$ cat src/rtl/jtframe_dwnld_conv.sv
// Download serialiser: queues DIN_W-bit ioctl words and replays them as byte writes to
// the ROM sink (with spacing and back-pressure), the DIP-switch bytes or core_mod.
module jtframe_dwnld_conv #(
  parameter int         DIN_W    = 16,
  parameter int         DEPTH    = 4,
  parameter int         GAP      = 24,
  parameter int         DIPBYTES = 4,
  parameter logic [7:0] ROM_IDX  = 8'd0,
  parameter logic [7:0] MOD_IDX  = 8'd1,
  parameter logic [7:0] DIP_IDX  = 8'd254
) (
  input  logic                  clk_sys,
  input  logic                  rst,
  input  logic                  ioctl_download,
  input  logic                  dwnld_wr,
  input  logic [26:0]           dwnld_addr,
  input  logic [DIN_W-1:0]      dwnld_data,
  input  logic [7:0]            dwnld_index,
  input  logic                  rom_ok,
  output logic                  rom_wr,
  output logic [24:0]           rom_addr,
  output logic [7:0]            rom_data,
  output logic [8*DIPBYTES-1:0] dipsw,
  output logic [6:0]            core_mod,
  output logic                  busy,
  output logic                  overflow
);
  localparam int NB = DIN_W / 8;
  localparam int B  = $clog2(NB);
  localparam int LW = (B > 0) ? B : 1;
  localparam int AW = (DEPTH > 1) ? $clog2(DEPTH) : 1;
  localparam int GW = (GAP > 1) ? $clog2(GAP) : 1;
  localparam int EW = 25 + DIN_W + 8;
  localparam logic [LW-1:0] LAST  = LW'(NB - 1);
  localparam logic [GW-1:0] GLAST = GW'((GAP > 0) ? GAP - 1 : 0);
  localparam logic [24:0]   AMASK = 25'(NB - 1);

  typedef enum logic [1:0] {IDLE, LOAD, EMIT, WAIT} state_t;

  state_t                state_q, state_d;
  logic [EW-1:0]         mem [DEPTH];
  logic [AW-1:0]         wptr_q, rptr_q;
  logic [AW:0]           cnt_q;
  logic                  ovf_q, dl_q;
  logic                  full, push, pop, lane_done;
  logic [24:0]           waddr_q, waddr_d;
  logic [DIN_W-1:0]      wdata_q, wdata_d;
  logic [7:0]            widx_q, widx_d;
  logic [LW-1:0]         lane_q, lane_d;
  logic [GW-1:0]         gcnt_q, gcnt_d;
  logic [6:0]            core_mod_q, core_mod_d;
  logic [8*DIPBYTES-1:0] dipsw_q, dipsw_d;
  logic [7:0]            byte_w;
  logic [24:0]           byte_addr;
  logic                  unused_addr;

  assign unused_addr = ^dwnld_addr[26:25];

  // The head word leaves the FIFO when it is latched in LOAD, so a full FIFO
  // still accepts a word in that cycle.
  assign full = cnt_q == (AW+1)'(DEPTH);
  assign push = dwnld_wr && (!full || pop);

  always_ff @(posedge clk_sys) begin
    if (push) mem[wptr_q] <= {dwnld_addr[24:0] & ~AMASK, dwnld_data, dwnld_index};
  end

  always_ff @(posedge clk_sys or posedge rst) begin
    if (rst) begin
      wptr_q <= '0;
      rptr_q <= '0;
      cnt_q  <= '0;
      ovf_q  <= 1'b0;
      dl_q   <= 1'b0;
    end else begin
      if (push) wptr_q <= wptr_q + 1'b1;
      if (pop)  rptr_q <= rptr_q + 1'b1;
      cnt_q <= cnt_q + (AW+1)'(push) - (AW+1)'(pop);
      dl_q  <= ioctl_download;
      if (dwnld_wr && !push)           ovf_q <= 1'b1;
      else if (ioctl_download && !dl_q) ovf_q <= 1'b0;
    end
  end

  assign byte_w    = 8'(wdata_q >> {lane_q, 3'b000});
  assign byte_addr = waddr_q | 25'(lane_q);

  always_ff @(posedge clk_sys or posedge rst) begin
    if (rst) begin
      state_q    <= IDLE;
      lane_q     <= '0;
      gcnt_q     <= '0;
      waddr_q    <= '0;
      wdata_q    <= '0;
      widx_q     <= '0;
      core_mod_q <= 7'b0000001;
      dipsw_q    <= '1;
    end else begin
      state_q    <= state_d;
      lane_q     <= lane_d;
      gcnt_q     <= gcnt_d;
      waddr_q    <= waddr_d;
      wdata_q    <= wdata_d;
      widx_q     <= widx_d;
      core_mod_q <= core_mod_d;
      dipsw_q    <= dipsw_d;
    end
  end

  always_comb begin
    state_d    = state_q;
    lane_d     = lane_q;
    gcnt_d     = gcnt_q;
    waddr_d    = waddr_q;
    wdata_d    = wdata_q;
    widx_d     = widx_q;
    core_mod_d = core_mod_q;
    dipsw_d    = dipsw_q;
    pop        = 1'b0;
    rom_wr     = 1'b0;
    lane_done  = 1'b0;
    case (state_q)
      IDLE: if (cnt_q != '0) state_d = LOAD;
      LOAD: begin
        pop = 1'b1;
        {waddr_d, wdata_d, widx_d} = mem[rptr_q];
        lane_d  = '0;
        state_d = EMIT;
      end
      EMIT: begin
        if (widx_q == ROM_IDX) begin
          if (rom_ok) begin
            rom_wr = 1'b1;
            if (GAP > 0) begin
              gcnt_d  = '0;
              state_d = WAIT;
            end else begin
              lane_done = 1'b1;
            end
          end
        end else begin
          if (widx_q == MOD_IDX && lane_q == '0) core_mod_d = byte_w[6:0];
          if (widx_q == DIP_IDX) begin
            for (int i = 0; i < DIPBYTES; i++)
              if (byte_addr == 25'(i)) dipsw_d[8*i +: 8] = byte_w;
          end
          lane_done = 1'b1;
        end
      end
      WAIT: begin
        if (gcnt_q == GLAST) lane_done = 1'b1;
        else gcnt_d = gcnt_q + 1'b1;
      end
      default: state_d = IDLE;
    endcase
    if (lane_done) begin
      if (lane_q == LAST) begin
        state_d = (cnt_q != '0) ? LOAD : IDLE;
      end else begin
        lane_d  = lane_q + 1'b1;
        state_d = EMIT;
      end
    end
  end

  assign rom_addr = byte_addr;
  assign rom_data = byte_w;
  assign dipsw    = dipsw_q;
  assign core_mod = core_mod_q;
  assign busy     = (cnt_q != '0) || (state_q != IDLE);
  assign overflow = ovf_q;

endmodule
$ cat config.mk
export PLATFORM = sky130hd
export DESIGN_NAME = jtframe_dwnld_conv
export DESIGN_NICKNAME = d
export VERILOG_FILES = /design/src/rtl/jtframe_dwnld_conv.sv
export SDC_FILE = /design/constraint.sdc
export NUM_CORES = 1
export LEC_CHECK = 0
export BUFFER_PORTS_ARGS = -buffer_cell sky130_fd_sc_hd__buf_4
export CORE_UTILIZATION = 40
export DETAILED_ROUTE_END_ITERATION = 7
export HOLD_SLACK_MARGIN = 0.06
export MAX_ROUTING_LAYER = met4
export PLACE_DENSITY = 0.54
export REMOVE_ABC_BUFFERS = 1
export SETUP_SLACK_MARGIN = 0.15
export SYNTH_ARGS = -nofsm -noshare
export SYNTH_HDL_FRONTEND = slang
export SYNTH_SLANG_ARGS = --single-unit
$ cat constraint.sdc
create_clock -name clk_sys -period 6.19 [get_ports clk_sys]
set_clock_uncertainty 0.1 [all_clocks]
set_input_delay 1.238 -clock clk_sys [delete_from_list [all_inputs] [get_ports clk_sys]]
set_output_delay 1.238 -clock clk_sys [all_outputs]
set_load 0.02 [all_outputs]
==> flow_metrics.py, run 1 <==
metrics = {
    "sta": {
        "period_minus_slack_ps": 3610,
        "fin_crit_sh": 0.583,
        "rsz0062_at_grt": "false",
        "timing.fmax_mhz": 277,
        "setup_viol": 0,
        "worst_pin_slew_ps": 1090,
        "setup_slack_ps": 2580,
        "drv_slew": 0,
        "slew_headroom": 0.276,
        "setup_tns_ps": 0,
        "finalHoldViolCount": 0,
    },
    "clocking": {
        "root_buffer": "clkbuf_16",
        "cts.sinks": 296,
        "cts_hold_buf": 0,
        "ctsResizeCount": 0,
        "post_cts.repair.setup_buffers": 0,
        "htreeDepth": 1,
        "insertion_delay_ps": 550,
        "path_clk_slew_ps": 60,
        "tritoncts": "built",
        "clock_path_buffers": 3,
        "cts_buffers": 31,
    },
    "finish": {
        "layout.cells.most_common_list": "edfxtp_1, buf_4, mux2_2",
        "diodes": 0,
        "syn_to_final_growth_pct": 21.0,
        "final_common_cell": "edfxtp_1",
        "fin_area_um2": 13900,
        "nNetsFinal": 787,
        "drive_above_1_share": 0.488,
    },
    "routing": {
        "dr.pass1.iters": 4,
        "routedWlPerCell_um": 21.1,
        "drc": 0,
        "ant_nets": 0,
        "drtIter0Drc": 291,
        "detail_route.vias_per_cell": 5.09,
        "vias": 5713,
        "drt_wl_total_um": 23600,
    },
    "power": {
        "p_leak_uw": 0.00522,
        "ir_drop_uv": 235,
        "powerDensity_nw_per_um2": 481,
        "power_uw": 6680,
    },
    "hold_path": {
        "min_path_type": "reg -> reg",
        "worstHoldStart": "wdata_q[6]",
        "hold-path-cell-count": 1,
        "worstHoldEndpoint": "wdata_q[6]",
    },
    "yosys": {
        "yosysWarnings": 0,
        "synth_edf_count": 192,
        "syn_inst": 573,
        "synth_cell_type_count": 45,
        "seq_area_frac_synth": 0.733,
        "synth_area_um2": 11500,
        "ys_async_sr_fraction": 0.351,
        "ys_ff_latch": 296,
        "dominantRegCellSynth": "edfxtp_1",
        "syn_avg_cell_area_um2": 20.0,
    },
    "floorplanning": {
        "core_area_um2": 28000,
        "pin_count": 131,
        "dieArea_um2": 29300,
        "initial_core_util": 0.409,
        "die_w_um": 171,
        "chipHeight_um": 171,
        "rows": 61,
    },
    "critical_path": {
        "crit_chain": "nor4_1, and4_1, buf_4",
        "worst_r2r_path_depth": 6,
        "worstSetupStartpointType": "flip-flop",
        "r2r-start": "state_q[0]",
        "slowest_delay_ps": 790,
        "slowest_stage": "nor4_1",
        "critPathMaxFanout": 4,
        "cp-startpoint": "widx_q[7]",
        "timing.rr.end": "dipsw[16]",
        "cp.required_ps": 4850,
        "path_buf_inv": 1,
        "cp-end-kind": "output pin",
        "r2r_slack_ps": 3070,
        "path_delay_family": "simple AND/OR/NAND/NOR gates",
        "crit_type": "reg -> out",
        "cp.depth": 3,
        "cp.arrival_ps": 2270,
    },
    "place": {
        "placed_cell_area_um2": 12900,
        "port_buffers": 127,
        "post-dp-hpwl_um": 14200,
        "routabilityCongestion": 0.729,
        "place_ws_ps": 2610,
    },
    "global_route": {
        "grt_pass1_wl_um": 36300,
        "antenna_found_initial": 0,
        "grt_usage": 0.172,
        "grt_max_degree": 70,
        "grt_overflow": 0,
        "grt_pass1_vias": 6059,
    },
    "flow_run": {
        "max_cap_violations": 0,
    },
    "run_status": {
        "status": "completed",
    },
}
[final cells by class]
cell class              count  area, µm²
clock buffers              52        915
clock inverters             6       81.3
fillers                  2394      14100
inverters                  14       55.1
multi-input cells         241       2930
flip-flops and latches    296       8410
well taps                 378        473
repair buffers            135       1010
[worst reg2reg max path: cells and delay by family, from the launching register on]
kind                     cells  cell delay [ps]
flip-flops                   1              430
AND/OR/NAND/NOR              2             1510
adder cells (fa/ha/maj)      1              320
multiplexers                 1              420
buffers and inverters        2              270
[logic make-up after synthesis]
logic type / after synthesis / share of synthesized area
multiplexers: 143 / 0.188
AO/OA/AOI/OAI: 17 / 0.0111
XOR/XNOR: 5 / 0.00382
adder cells (fa/ha/maj): 12 / 0.0137
AND/OR/NAND/NOR: 64 / 0.0382
buffers and inverters: 36 / 0.0122
flip-flops: 296 / 0.733
[flip-flops by register name, summed over array words and instances (netlist names)]
register  count
cnt_q         3
rptr_q        2
wdata_q      16
waddr_q      24
dl_q          1
core_mod      7
dipsw        32
widx_q        8
wptr_q        2
state_q       2
mem         192
gcnt_q        5
lane_q        1
overflow      1
[per-layer routing]
layer  vias up  GRT usage  wire length (µm)  share of wire
met5         -          -                 0              0
met4         0     0.0380               295          0.012
met3        26     0.0318              1180          0.050
met2       132      0.291             12300           0.52
met1      2997      0.215              9880           0.42
li1       2558          -                 -              -
[power by group]
| group | switching (µW) | internal (µW) |
|---|---|---|
| clock network | 718 | 1080 |
| registers | 365 | 2630 |
| logic | 935 | 957 |
[stage by stage]
step,hold slack (ps),std cells,utilization
after floorplan,369,551,-
after global placement,388,1064,0.460
after detailed placement,391,1064,0.460
after CTS,405,1122,0.495
after global routing,424,1122,0.495
final,403,1122,0.495
[how the worst max path moves through the flow]
stage / to / slack (ps)
after floorplan: mem[0][0] / 2110
after global placement: mem[0][30] / 2710
after detailed placement: mem[0][30] / 2610
after CTS: rom_wr / 2640
after global routing: rom_wr / 2560
final: rom_wr / 2580
[synth_stat cells (all sizes together), types with 2 or more instances]
master  instances  area [µm²]
a211oi          2        15.0
a21oi           2        10.0
a22o            2        17.5
and2            4        25.0
and3            2        12.5
buf             6        27.5
clkbuf         16        60.1
dfrtp          71        1780
dfstp          33         867
edfxtp        192        5770
ha             11         138
inv            14        52.6
mux2           95        1070
mux4           48        1080
nand2          11        41.3
nand2b          4        25.0
nand3           3        15.0
nand3b          2        15.0
nand4           2        12.5
nor2            5        18.8
nor2b           5        31.3
nor3            4        20.0
nor4           11         114
nor4b           4        50.1
nor4bb          2        20.0
o21a            2        15.0
o21ai           2        10.0
o221ai          2        17.5
or4             2        15.0
xnor2           4        35.0
No activity file was read; power rests on OpenSTA's default activity.
==> run 2, diff against run 1 <==
clock period = 3.6 ns   (was 6.19 ns; I/O delays follow)
==> run 2 against run 1 <==
- sequential cell count stayed put
- worst hold slack worse by 230 ps
- critical endpoint is now dipsw[22]
- power rose by 75%
- largest cell class unchanged
==> flow_metrics.py, run 2 (same netlist as run 1, synthesis figures left out) <==
metrics = {
    "finish": {
        "largest_reg_flops": 192,
        "regArea_um2": 8410,
        "final_common_cell": "edfxtp_1",
        "layout.cells.most_common_list": "edfxtp_1, buf_4, mux2_2",
        "diodes": 0,
        "final.fill_count": 2337,
        "nNetsFinal": 799,
        "syn_to_final_growth_pct": 22.3,
        "multi_input_area_um2": 2930,
        "regMostFlops": "mem",
        "drive_above_1_share": 0.507,
        "fin_area_um2": 14000,
    },
    "critical_path": {
        "cp-startpoint": "state_q[0]",
        "cp.arrival_ps": 3470,
        "crit_path_frequent_cell": "inv_1",
        "cp.required_ps": 3980,
        "r2r-start": "state_q[0]",
        "worstSetupStartpointType": "flip-flop",
        "crit_type": "reg -> reg",
        "slowest_stage": "or4_1",
        "slowest_delay_ps": 710,
        "cp-end-kind": "flip-flop",
        "crit_chain": "inv_1, ha_1, inv_1, or4_1, nor4_4, buf_4, mux2_2",
        "critPathMaxFanout": 8,
    },
    "floorplanning": {
        "dieArea_um2": 29300,
        "chipHeight_um": 171,
        "core_area_um2": 28000,
        "pin_count": 131,
        "initial_core_util": 0.409,
        "rows": 61,
        "die_w_um": 171,
    },
    "clocking": {
        "cts.sinks": 296,
        "cts_buffers": 31,
        "insertion_delay_ps": 560,
        "ctsResizeCount": 0,
        "post_cts.repair.setup_buffers": 0,
        "root_buffer": "clkbuf_16",
        "clock_path_buffers": 3,
        "htreeDepth": 1,
        "cts_hold_buf": 0,
        "path_clk_slew_ps": 60,
        "tritoncts": "built",
    },
    "routing": {
        "drc": 0,
        "drt_wl_total_um": 23800,
        "ant_nets": 0,
        "detail_route.vias_per_cell": 5.10,
        "wl_met1_um": 9860,
        "drtIter0Drc": 357,
        "dr_wl_met2_um": 12300,
        "top_layer": "met4",
        "routedWlPerCell_um": 21.0,
        "vias": 5786,
        "dr.pass1.iters": 6,
        "wl_met3_um": 1100,
    },
    "sta": {
        "drv_slew": 0,
        "period_minus_slack_ps": 3090,
        "setup_slack_ps": 506,
        "timing.fmax_mhz": 323,
        "fin_crit_sh": 0.859,
        "setup_tns_ps": 0,
        "slew_headroom": 0.445,
        "finalHoldViolCount": 0,
        "rsz0062_at_grt": "false",
        "worst_pin_slew_ps": 832,
        "setup_viol": 0,
    },
    "global_route": {
        "grt_overflow": 0,
        "grt_pass1_vias": 6327,
        "grt_usage": 0.173,
        "grt_max_degree": 57,
        "antenna_found_initial": 0,
        "grt_pass1_wl_um": 36900,
    },
    "power": {
        "seqPwrFrac": 0.438,
        "switching_power_uw": 3520,
        "p_int_uw": 8150,
        "power_frac_comb": 0.286,
        "swShare": 0.302,
        "p_clk_frac": 0.276,
        "ir_drop_uv": 362,
        "powerDensity_nw_per_um2": 832,
        "p_leak_uw": 0.00532,
    },
    "place": {
        "place_ws_ps": 485,
        "post-dp-hpwl_um": 15100,
        "routabilityCongestion": 0.761,
        "port_buffers": 127,
        "placed_cell_area_um2": 13000,
    },
    "run_status": {
        "status": "completed",
    },
    "flow_run": {
        "max_cap_violations": 0,
    },
    "hold_path": {
        "min_path_type": "in -> async",
    },
}
-- run 2: cell count changes in the layout (fill, tap and decap cells not counted) --
cell        previous run  this run
clkinvlp_4             0         2
clkinv_1               2         4
bufinv_16              2         4
buf_12                 0         1
buf_4                135       146
clkbuf_8               6         4
clkbuf_1              15         5
clkinv_2               1         7
-- run 2: power by group through the flow --
| stage | Combinational [µW] | Sequential, µW | Clock (µW) |
|---|---|---|---|
| 6_report | 3330 | 5110 | 3220 |
| 5_1_grt | 3640 | 5230 | 3430 |
| 4_1_cts | 3410 | 5140 | 3310 |
| 3_5_place_dp | 3400 | 5200 | 0 |
| 3_3_place_gp | 3320 | 5150 | 0 |
| 2_1_floorplan | 2080 | 5260 | 0 |
-- run 2: final timing paths --
path	to	slack (ps)	depth (start not counted)
hold / removal	wdata_q[7]	170	2
setup / recovery	dipsw[22]	510	7
min in group clk_sys	dl_q	190	1
max in group asynchronous	dipsw[27]	2430	3
hold reg to reg	wdata_q[0]	400	1
setup reg to reg	dipsw[22]	510	7
-- run 2: cell type report --
cell class	count	area share
Multi-Input combinational cell	241	0.209
Clock buffer	40	0.0606
Sequential cell	296	0.600
Tap cell	378	0.0337
Timing Repair Buffer	147	0.0796
Inverter	14	0.00392
Clock inverter	18	0.0138
-- run 2: per-layer routing --
metal	global-route usage	vias to the layer above
met4	0.0516	0
met1	0.208	3034
met5	-	-
li1	-	2588
met2	0.297	128
met3	0.0311	36
-- run 2: worst max-delay path, delay by kind of cell (launching register included) --
kind | cells | cell delay (ps)
adder cells (fa/ha/maj) | 1 | 320
buffers and inverters | 3 | 510
flip-flops | 1 | 450
multiplexers | 1 | 330
AND/OR/NAND/NOR | 2 | 1320
-- run 2: through the flow --
stage / std cells / util / hold slack (ps) / power (µW)
finish: 1134 / 0.501 / 172 / 11700
detailed placement: 1076 / 0.464 / 393 / 8600
CTS: 1134 / 0.501 / 159 / 11900
global route: 1134 / 0.501 / 170 / 12300
floorplan: 551 / - / 369 / 7340
global placement: 1076 / 0.464 / 387 / 8470
==> run 3, diff against run 2 <==
PLACE_DENSITY = unset   (was 0.54)
clock period = 2.9 ns   (was 3.6 ns; I/O delays follow)
==> run 3 against run 2 <==
- routed wire length is 2.8% lower
- non-clock buffer count up 8
- die area did not move
- count of clock-buffer cells in the layout shrank 4
- power up 26%
- global-route usage down 0.42 points
- sequential cell count unchanged
- cell count up 0.71%
- combinational power increased by 29%
- sequential share of layout area shrank 0.77 points
- worst hold slack lost 43 ps
- critical path type is now reg -> out
- critical endpoint is now rom_data[3]
- highest routed layer unchanged
==> flow_metrics.py, run 3 (same netlist as run 1, synthesis figures left out) <==
metrics = {
    "run_status": {
        "status": "completed",
    },
    "floorplanning": {
        "rows": 61,
        "pin_count": 131,
        "chipHeight_um": 171,
        "die_w_um": 171,
        "dieArea_um2": 29300,
        "core_area_um2": 28000,
        "initial_core_util": 0.409,
    },
    "place": {
        "placed_cells": 1082,
        "routabilityCongestion": 0.773,
        "port_buffers": 127,
        "post-dp-hpwl_um": 14900,
    },
    "finish": {
        "regArea_um2": 8420,
        "final_common_cell": "edfxtp_1",
        "multi_input_area_um2": 2950,
        "syn_to_final_growth_pct": 23.9,
        "drive_above_1_share": 0.517,
        "regMostFlops": "mem",
        "final_cells": 1142,
        "layout.cells.most_common_list": "edfxtp_1, buf_4, mux2_2",
        "largest_reg_flops": 192,
        "diodes": 0,
        "nNetsFinal": 807,
        "final.fill_count": 2290,
    },
    "clocking": {
        "root_buffer": "clkbuf_16",
        "cts_buffers": 31,
        "path_clk_slew_ps": 60,
        "insertion_delay_ps": 550,
        "clock_path_buffers": 3,
        "htreeDepth": 1,
        "tritoncts": "built",
        "post_cts.repair.setup_buffers": 0,
        "cts.sinks": 296,
    },
    "critical_path": {
        "crit_type": "reg -> out",
        "cp-end-kind": "output pin",
        "cp.required_ps": 2220,
        "r2r_slack_ps": 340,
        "worst_r2r_path_depth": 12,
        "r2r-start": "state_q[1]",
        "timing.rr.end": "cnt_q[2]",
        "cp.arrival_ps": 1900,
        "worstSetupStartpointType": "flip-flop",
        "critPathMaxFanout": 13,
    },
    "power": {
        "ir_drop_uv": 601,
        "power_uw": 14700,
        "powerDensity_nw_per_um2": 1040,
        "p_leak_uw": 0.00539,
    },
    "routing": {
        "drt_wl_total_um": 23100,
        "drc": 0,
        "drtIter0Drc": 273,
        "vias": 5805,
        "routedWlPerCell_um": 20.2,
        "detail_route.vias_per_cell": 5.08,
        "dr.pass1.iters": 4,
        "ant_nets": 0,
    },
    "sta": {
        "fin_crit_sh": 0.890,
        "slew_headroom": 0.470,
        "setup_viol": 0,
        "period_minus_slack_ps": 2580,
        "rsz0062_at_grt": "false",
        "drv_slew": 0,
        "finalHoldViolCount": 0,
        "holdWs_ps": 129,
        "timing.fmax_mhz": 387,
        "worst_pin_slew_ps": 796,
    },
    "global_route": {
        "antenna_found_initial": 0,
        "grt_overflow": 0,
        "grt_usage": 0.169,
        "grt_pass1_wl_um": 35900,
        "grt_pass1_vias": 6262,
        "grt_max_degree": 53,
    },
    "hold_path": {
        "hold-path-cell-count": 1,
        "min_path_type": "in -> reg",
        "worstHoldEndpoint": "mem[0][27]",
        "worstHoldStart": "dwnld_addr[4]",
    },
    "flow_run": {
        "max_cap_violations": 0,
    },
}
[run 3: changes by cell type in the layout (fill, tap and decap cells not counted), moves of 2 or more]
cell,previous run,this run
buf_12,1,5
buf_4,146,148
bufinv_16,4,6
clkbuf_1,5,3
clkbuf_8,4,2
clkinvlp_4,2,4
dlygate4sd3_1,0,2
nor4b_1,3,1
[run 3: layer usage]
| metal | part of all wire | routed length, µm | track usage |
|---|---|---|---|
| met5 | 0 | 0 | - |
| met4 | 0.021 | 479 | 0.0470 |
| met3 | 0.047 | 1090 | 0.0295 |
| met2 | 0.53 | 12300 | 0.297 |
| met1 | 0.40 | 9270 | 0.199 |
[run 3: what timing repair did]
action                     CTS  global route
setup endpoints to repair    5            17
hold buffers                 2             0
resized for setup            2             3
gates cloned                 0             0
hold endpoints to repair    12             0
[run 3: worst max path at each step]
stage                        to  cells past startpoint        from  slack (ps)
floorplan             mem[0][0]                      5  state_q[1]       -1180
global placement       cnt_q[2]                     12  state_q[1]         260
detailed placement     cnt_q[2]                     12  state_q[1]         210
CTS                    cnt_q[2]                     12  state_q[1]         200
global route           cnt_q[2]                     12  state_q[1]         200
finish              rom_data[3]                      3      lane_q         320
[run 3: area by class of cell]
class | instances | area share
flip-flops and latches | 296 | 0.592
repair buffers | 155 | 0.0866
well taps | 378 | 0.0333
inverters | 14 | 0.00387
clock buffers | 36 | 0.0573
multi-input cells | 241 | 0.208
clock inverters | 22 | 0.0192
[run 3: critical path: stages (launching register included)]
cell and delay, ps:
dfrtp_2 570, buf_4 210, mux2_2 390, buf_4 170
[run 3: per-stage QoR]
step	setup TNS (ps)	instance area [µm²]	worst slack [ps]	utilization
after global routing	0	14200	198	0.507
after floorplan	-271510	11400	-1180	-
after global placement	0	13100	263	0.467
after CTS	0	14200	196	0.507
after detailed placement	0	13100	214	0.467
final	0	14200	319	0.507
[run 3: power breakdown]
part / switching, µW / total [µW] / internal (µW)
clock network: 1570 / 4110 / 2540
logic: 2100 / 4290 / 2190
registers: 721 / 6330 / 5600
total: 4390 / 14700 / 10300
